**config.mk**
```make
export PLATFORM = sky130hd
export DESIGN_NAME = scan_mux
export DESIGN_NICKNAME = d
export VERILOG_FILES = /design/src/rtl/scan_mux_pkg.sv /design/src/rtl/scan_mux_ctr.sv /design/src/rtl/scan_mux.sv
export SDC_FILE = /design/constraint.sdc
export NUM_CORES = 1
export LEC_CHECK = 0
export CAP_MARGIN = 25
export CORE_MARGIN = 2
export CORE_UTILIZATION = 30
export CTS_CLUSTER_SIZE = 40
export DETAILED_ROUTE_END_ITERATION = 12
export GPL_TIMING_DRIVEN = 0
export PLACE_DENSITY_LB_ADDON = 0.2
export SYNTH_ARGS = -nofsm -noshare
export SYNTH_HDL_FRONTEND = slang
export SYNTH_SLANG_ARGS = --single-unit
```
**constraint.sdc**
```tcl
create_clock -name clk -period 3.1 [get_ports clk]
set_input_delay 0.465 -clock clk [delete_from_list [all_inputs] [get_ports clk]]
set_output_delay 0.465 -clock clk [all_outputs]
set_load 0.05 [all_outputs]
```
**src/rtl/scan_mux_pkg.sv**
```systemverilog
// rtl/scan_mux_pkg.sv - shared state encoding and width helper for scan_mux
package scan_mux_pkg;

  typedef enum logic [1:0] {
    ST_IDLE   = 2'd0,
    ST_DIRECT = 2'd1,
    ST_SCAN   = 2'd2
  } state_t;

  // Index width for n items, never narrower than one bit.
  function automatic int sel_width(input int n);
    int w;
    w = 0;
    for (int i = 0; i < 31; i++)
      if ((1 << i) < n) w = i + 1;
    return (w < 1) ? 1 : w;
  endfunction

endpackage

```
**src/rtl/scan_mux_ctr.sv**
```systemverilog
// rtl/scan_mux_ctr.sv - dwell/channel counter pair for auto-scan
module scan_mux_ctr
  import scan_mux_pkg::*;
#(
  parameter int NCH   = 8,
  parameter int DWELL = 4,
  localparam int SELW = sel_width(NCH),
  localparam int DWW  = sel_width(DWELL)
) (
  input  logic            clk,
  input  logic            rst_n,
  input  logic            i_run,
  output logic [SELW-1:0] o_ch,
  output logic            o_wrap
);

  logic [SELW-1:0] r_ch;
  logic [DWW-1:0]  r_dw;
  logic            r_wrap_pend;
  logic            w_last_dw;
  logic            w_last_ch;

  assign w_last_dw = (int'(r_dw) == DWELL - 1);
  assign w_last_ch = (int'(r_ch) == NCH - 1);

  // r_ch/r_dw describe the sample taken on the next scan edge; i_run=0 clears them.
  always_ff @(posedge clk or negedge rst_n) begin
    if (!rst_n) begin
      r_ch        <= '0;
      r_dw        <= '0;
      r_wrap_pend <= 1'b0;
    end else if (!i_run) begin
      r_ch        <= '0;
      r_dw        <= '0;
      r_wrap_pend <= 1'b0;
    end else begin
      r_wrap_pend <= w_last_dw && w_last_ch;
      if (w_last_dw) begin
        r_dw <= '0;
        r_ch <= w_last_ch ? '0 : r_ch + 1'b1;
      end else begin
        r_dw <= r_dw + 1'b1;
      end
    end
  end

  assign o_ch   = r_ch;
  assign o_wrap = r_wrap_pend;

endmodule

```
**src/rtl/scan_mux.sv**
```systemverilog
// rtl/scan_mux.sv - registered channel multiplexer with direct select and dwell-based auto-scan
module scan_mux
  import scan_mux_pkg::*;
#(
  parameter int NCH   = 8,
  parameter int W     = 1,
  parameter int DWELL = 4,
  localparam int SELW = sel_width(NCH)
) (
  input  logic              clk,
  input  logic              rst_n,
  input  logic              en,
  input  logic              mode,
  input  logic [SELW-1:0]   sel,
  input  logic [NCH*W-1:0]  in,
  output logic [W-1:0]      out,
  output logic [SELW-1:0]   out_ch,
  output logic              out_valid,
  output logic              sel_err,
  output logic              wrap
);

  state_t          r_state;
  state_t          w_next;
  logic [W-1:0]    r_out;
  logic [SELW-1:0] r_out_ch;
  logic            r_out_valid;
  logic            r_sel_err;
  logic            r_wrap;
  logic [SELW-1:0] w_ch;
  logic            w_wrap_pend;
  logic [SELW-1:0] w_idx;
  logic [W-1:0]    w_pick;
  logic            w_sel_ok;

  always_comb begin
    w_next = ST_IDLE;
    if (en) w_next = mode ? ST_SCAN : ST_DIRECT;
  end

  scan_mux_ctr #(
    .NCH   (NCH),
    .DWELL (DWELL)
  ) u_ctr (
    .clk    (clk),
    .rst_n  (rst_n),
    .i_run  (w_next == ST_SCAN),
    .o_ch   (w_ch),
    .o_wrap (w_wrap_pend)
  );

  assign w_idx    = (w_next == ST_SCAN) ? w_ch : sel;
  assign w_sel_ok = (int'(sel) < NCH);

  // Out-of-range indices match no channel and yield zero.
  always_comb begin
    w_pick = '0;
    for (int k = 0; k < NCH; k++)
      if (w_idx == SELW'(k)) w_pick = in[k*W +: W];
  end

  always_ff @(posedge clk or negedge rst_n) begin
    if (!rst_n) begin
      r_state     <= ST_IDLE;
      r_out       <= '0;
      r_out_ch    <= '0;
      r_out_valid <= 1'b0;
      r_sel_err   <= 1'b0;
      r_wrap      <= 1'b0;
    end else begin
      r_state <= w_next;
      case (w_next)
        ST_DIRECT: begin
          r_out       <= w_sel_ok ? w_pick : '0;
          r_out_ch    <= w_sel_ok ? sel : '0;
          r_out_valid <= w_sel_ok;
          r_sel_err   <= !w_sel_ok;
          r_wrap      <= 1'b0;
        end
        ST_SCAN: begin
          r_out       <= w_pick;
          r_out_ch    <= w_ch;
          r_out_valid <= 1'b1;
          r_sel_err   <= 1'b0;
          // A pending wrap only survives if the previous edge was also a scan edge.
          r_wrap      <= w_wrap_pend && (r_state == ST_SCAN);
        end
        default: begin
          r_out_valid <= 1'b0;
          r_sel_err   <= 1'b0;
          r_wrap      <= 1'b0;
        end
      endcase
    end
  end

  assign out       = r_out;
  assign out_ch    = r_out_ch;
  assign out_valid = r_out_valid;
  assign sel_err   = r_sel_err;
  assign wrap      = r_wrap;

endmodule

```
==> impl_results.md <==
* CP Buf/Inv Count at 2
* Setup Buffers After CTS at 0
* Part of the cycle the worst path needs at 69.4%
* Cell Count, Final, Fillers Out at around 120
* Setup Crit Path Kind: in -> reg
* DP HPWL at between 1000 and 1500 µm
* Netlist Area Pre-Place at about 710 µm²
* Post-Synth XOR/XNOR Area at 0%
* Area of the die at between 2000 and 3000 µm²
* First-pass GRT wire length at ~2400 µm
* Synth Flop Type: dfrtp_1
* IO Port Bufs at 20
* Final wirelength at between 1000 and 1500 µm
* Initial Utilization at a little under a third
* Sw Ratio at 28.0%
* Net Count, Synth at 90
* Int Pwr at 0.000276 W
* Initial DRC count at 7
* Cell count after synthesis at 72
* Syn_area_per_cell at between 9 and 10 µm²
* Rel. slew slack at 59.1%
* Cell family with most CP delay: buffers and inverters
* # setup viols final at 0
* Clock Skew at approximately 1.1 ps
* Largest net degree at the start of global routing at 15
* WP data required at 3250 ps
* Adder-Cell Fraction of Synth Area at under 10%
* Post-synth ARST share at 100%
* DP Worst Slack at around 640 ps
* Root Buffer: clkbuf_4
* Hold_ws at 412 ps
* Final hold vios at 0
* Peak supply drop at 0.000206 V
* Post-CTS Hold Buffers at 0
* Max Slew Vio Count at 0
* Die width at around 53 µm
* Crit. End Element: register
* Gate power share at roughly a quarter
* Clock Latency Late Sink at ~270 ps
* Total GRT Usage at between 10% and 20%
* Synth Area in Simple Gates at between 15 and 20%
* Max incr delay on CP at 580 ps
* Vias in the first global route at 540
* Post-synthesis mux area share at 15.4%
* Arrival @ worst endpoint at roughly 2300 ps
* Max_cap viols at 0
* CP max stage cell: clkdlybuf4s50_1
* Final worst setup slack at 948 ps
* Compound-gate portion of the synthesized area at ~7.7%
* Die Ht at 52.8 µm
* Main combinational cell family by area after synthesis: simple AND/OR/NAND/NOR gates
* Nets at ~120
* Sequential power share at about half
* CTS-repair resized insts at 0
* WL/cell at 11.2 µm
* Via/cell ratio at 4.54
* CP most frequent cell: mux2i_1
* Cells after DPL at 120
* CTS tree: yes
* Htree depth at 1
* LEAKAGE at roughly 0.45 nW
* Crit path cell chain: clkdlybuf4s50_1 > nand2_2 > inv_2 > mux2i_1 > mux2i_1 > nor2_1 > or3_1
* Critical R2R Capture: out$_DFFE_PN0P_
* Final GP Congestion at roughly 0.76
* Crit Reg-Reg Startpoint: u_ctr.o_ch[1]$_DFFE_PN0P_
* EDFF count, synth at 0
* Clock sinks at 14
* Fin crit period at roughly 2200 ps
* Clock Power Share at between 20 and 30%
* Antenna-violating nets left at 0
* Io pins at 22
* Row cnt at 17
* Core Footprint at ~2200 µm²
* Total number of vias at between 500 and 600
* Hold Path Class: reg -> reg
* Slack of the worst reg-to-reg path at 1590 ps
* Gr ovfl total at 0
* RSZ-0062 raised after global routing: false
* Synthesis-stage register bit count at 14
* Slew @ Worst Pin at just over 600 ps
* Clk pin slew, worst setup/hold paths at roughly 80 ps
* Sequential area share after synthesis at between 40% and 50%
* DRC viols at 0
* Area Overhead vs Synth at 36.1%
* Worst setup path startpoint: en
* Share of cells above drive strength 1 at 7.37%
* Cts bufs inserted at 3
* Yosys warns at 0
* Setup TNS at 0 ps
* Drt pass-1 iters at 4
* Ant. Diodes at 0
* Pwr Density at roughly 400 nW/µm²
* Longest Clk Path Bufs at 2
* Outcome: complete, no violations
* R2R depth at 4
* Max FO, Critical Path at 7
* Cell variety after synth at 24
* Sw power at about 0.00011 W
* Critical Path Sink: out$_DFFE_PN0P_
* Initial antenna violation count at 0
* Fmax at about 460 MHz
* WP depth at 7
* Element type at the critical path start: primary input
-- final cells by class --
type,count,area [µm²]
fill,236,1260
sequential,14,350
multi-input combinational,49,324
timing repair buffer,20,200
tap,28,35.0
buffer,5,23.8
clock buffer,3,22.5
inverter,4,15.0
-- state kept, by name, summed over array words and instances (netlist names) --
name and cells:
r_state 2, u_ctr.r_dw 2, out_ch 3, u_ctr.o_wrap 1, u_ctr.o_ch 3, out_valid 1, wrap 1, out 1
-- power by group through the flow --
stage	logic (W)	registers [W]	clock network [W]
after global placement	0.0000928	0.000199	0
after CTS	0.0000934	0.000196	0.000101
after global routing	0.0000999	0.000197	0.000115
after floorplan	0.0000283	0.000222	0
after detailed placement	0.0000935	0.000199	0
final	0.0000919	0.000195	0.0000967
-- cells in the final DEF (no fill, tap or decap), types with 2 or more instances in the layout --
cell,synthesis,final
dfrtp_1,14,14
nor3_1,3,3
o22ai_1,3,3
ha_1,3,3
nand2_1,5,5
o21ai_0,2,2
clkbuf_1,3,3
clkdlybuf4s50_1,0,20
a21oi_1,2,2
nor2_1,9,9
inv_1,3,3
mux2i_1,11,11
clkbuf_4,0,3
and3_1,2,2
-- layer usage --
layer | part of all wire [%] | wire length [µm] | GRT usage [%] | up-vias
met2 | 48 | 665 | 18.1 | 15
li1 | - | - | - | 292
met4 | 0.72 | 10 | 6.41 | 0
met5 | 0 | 0 | 0 | -
met1 | 45 | 624 | 16.0 | 249
met3 | 5.9 | 82 | 3.71 | 2
-- per-stage QoR --
stage	power, W	instance area [µm²]	util (%)
4_1_cts	0.000390	971	43.5
5_1_grt	0.000412	971	43.5
3_3_place_gp	0.000292	948	42.5
6_report	0.000384	971	43.5
3_5_place_dp	0.000292	948	42.5
2_1_floorplan	0.000250	713	-
-- logic make-up (layout without fill, tap and decap cells) --
| group | after synthesis | after routing |
|---|---|---|
| flops | 14 | 14 |
| buf+inv | 9 | 32 |
| fa+ha+maj | 3 | 3 |
| simple gates | 25 | 25 |
| other cells | 1 | 1 |
| compound gates | 9 | 9 |
| mux | 11 | 11 |
-- cells in the mapped netlist, drive strengths merged, types with 2 or more instances --
| library cell | number | area share, % |
|---|---|---|
| a21oi | 2 | 1.4 |
| and3 | 2 | 1.8 |
| buf | 2 | 1.8 |
| clkbuf | 3 | 1.6 |
| dfrtp | 14 | 49 |
| ha | 3 | 5.3 |
| inv | 4 | 2.1 |
| mux2i | 11 | 15 |
| nand2 | 6 | 3.5 |
| nor2 | 9 | 4.7 |
| nor3 | 3 | 2.1 |
| o21ai | 2 | 1.4 |
| o22ai | 3 | 2.6 |
-- worst min path at each step --
stage | depth (start not counted) | end | from | slack [ps]
final | 1 | wrap$_DFF_PN0_ | r_state[0]$_DFF_PN0_ | 410
after global routing | 1 | wrap$_DFF_PN0_ | r_state[0]$_DFF_PN0_ | 430
after CTS | 1 | wrap$_DFF_PN0_ | r_state[0]$_DFF_PN0_ | 420
after detailed placement | 1 | wrap$_DFF_PN0_ | r_state[0]$_DFF_PN0_ | 410
after global placement | 1 | wrap$_DFF_PN0_ | r_state[0]$_DFF_PN0_ | 390
after floorplan | 0 | out$_DFFE_PN0P_ | rst_n | 170
(Power assumes the default switching activity.)
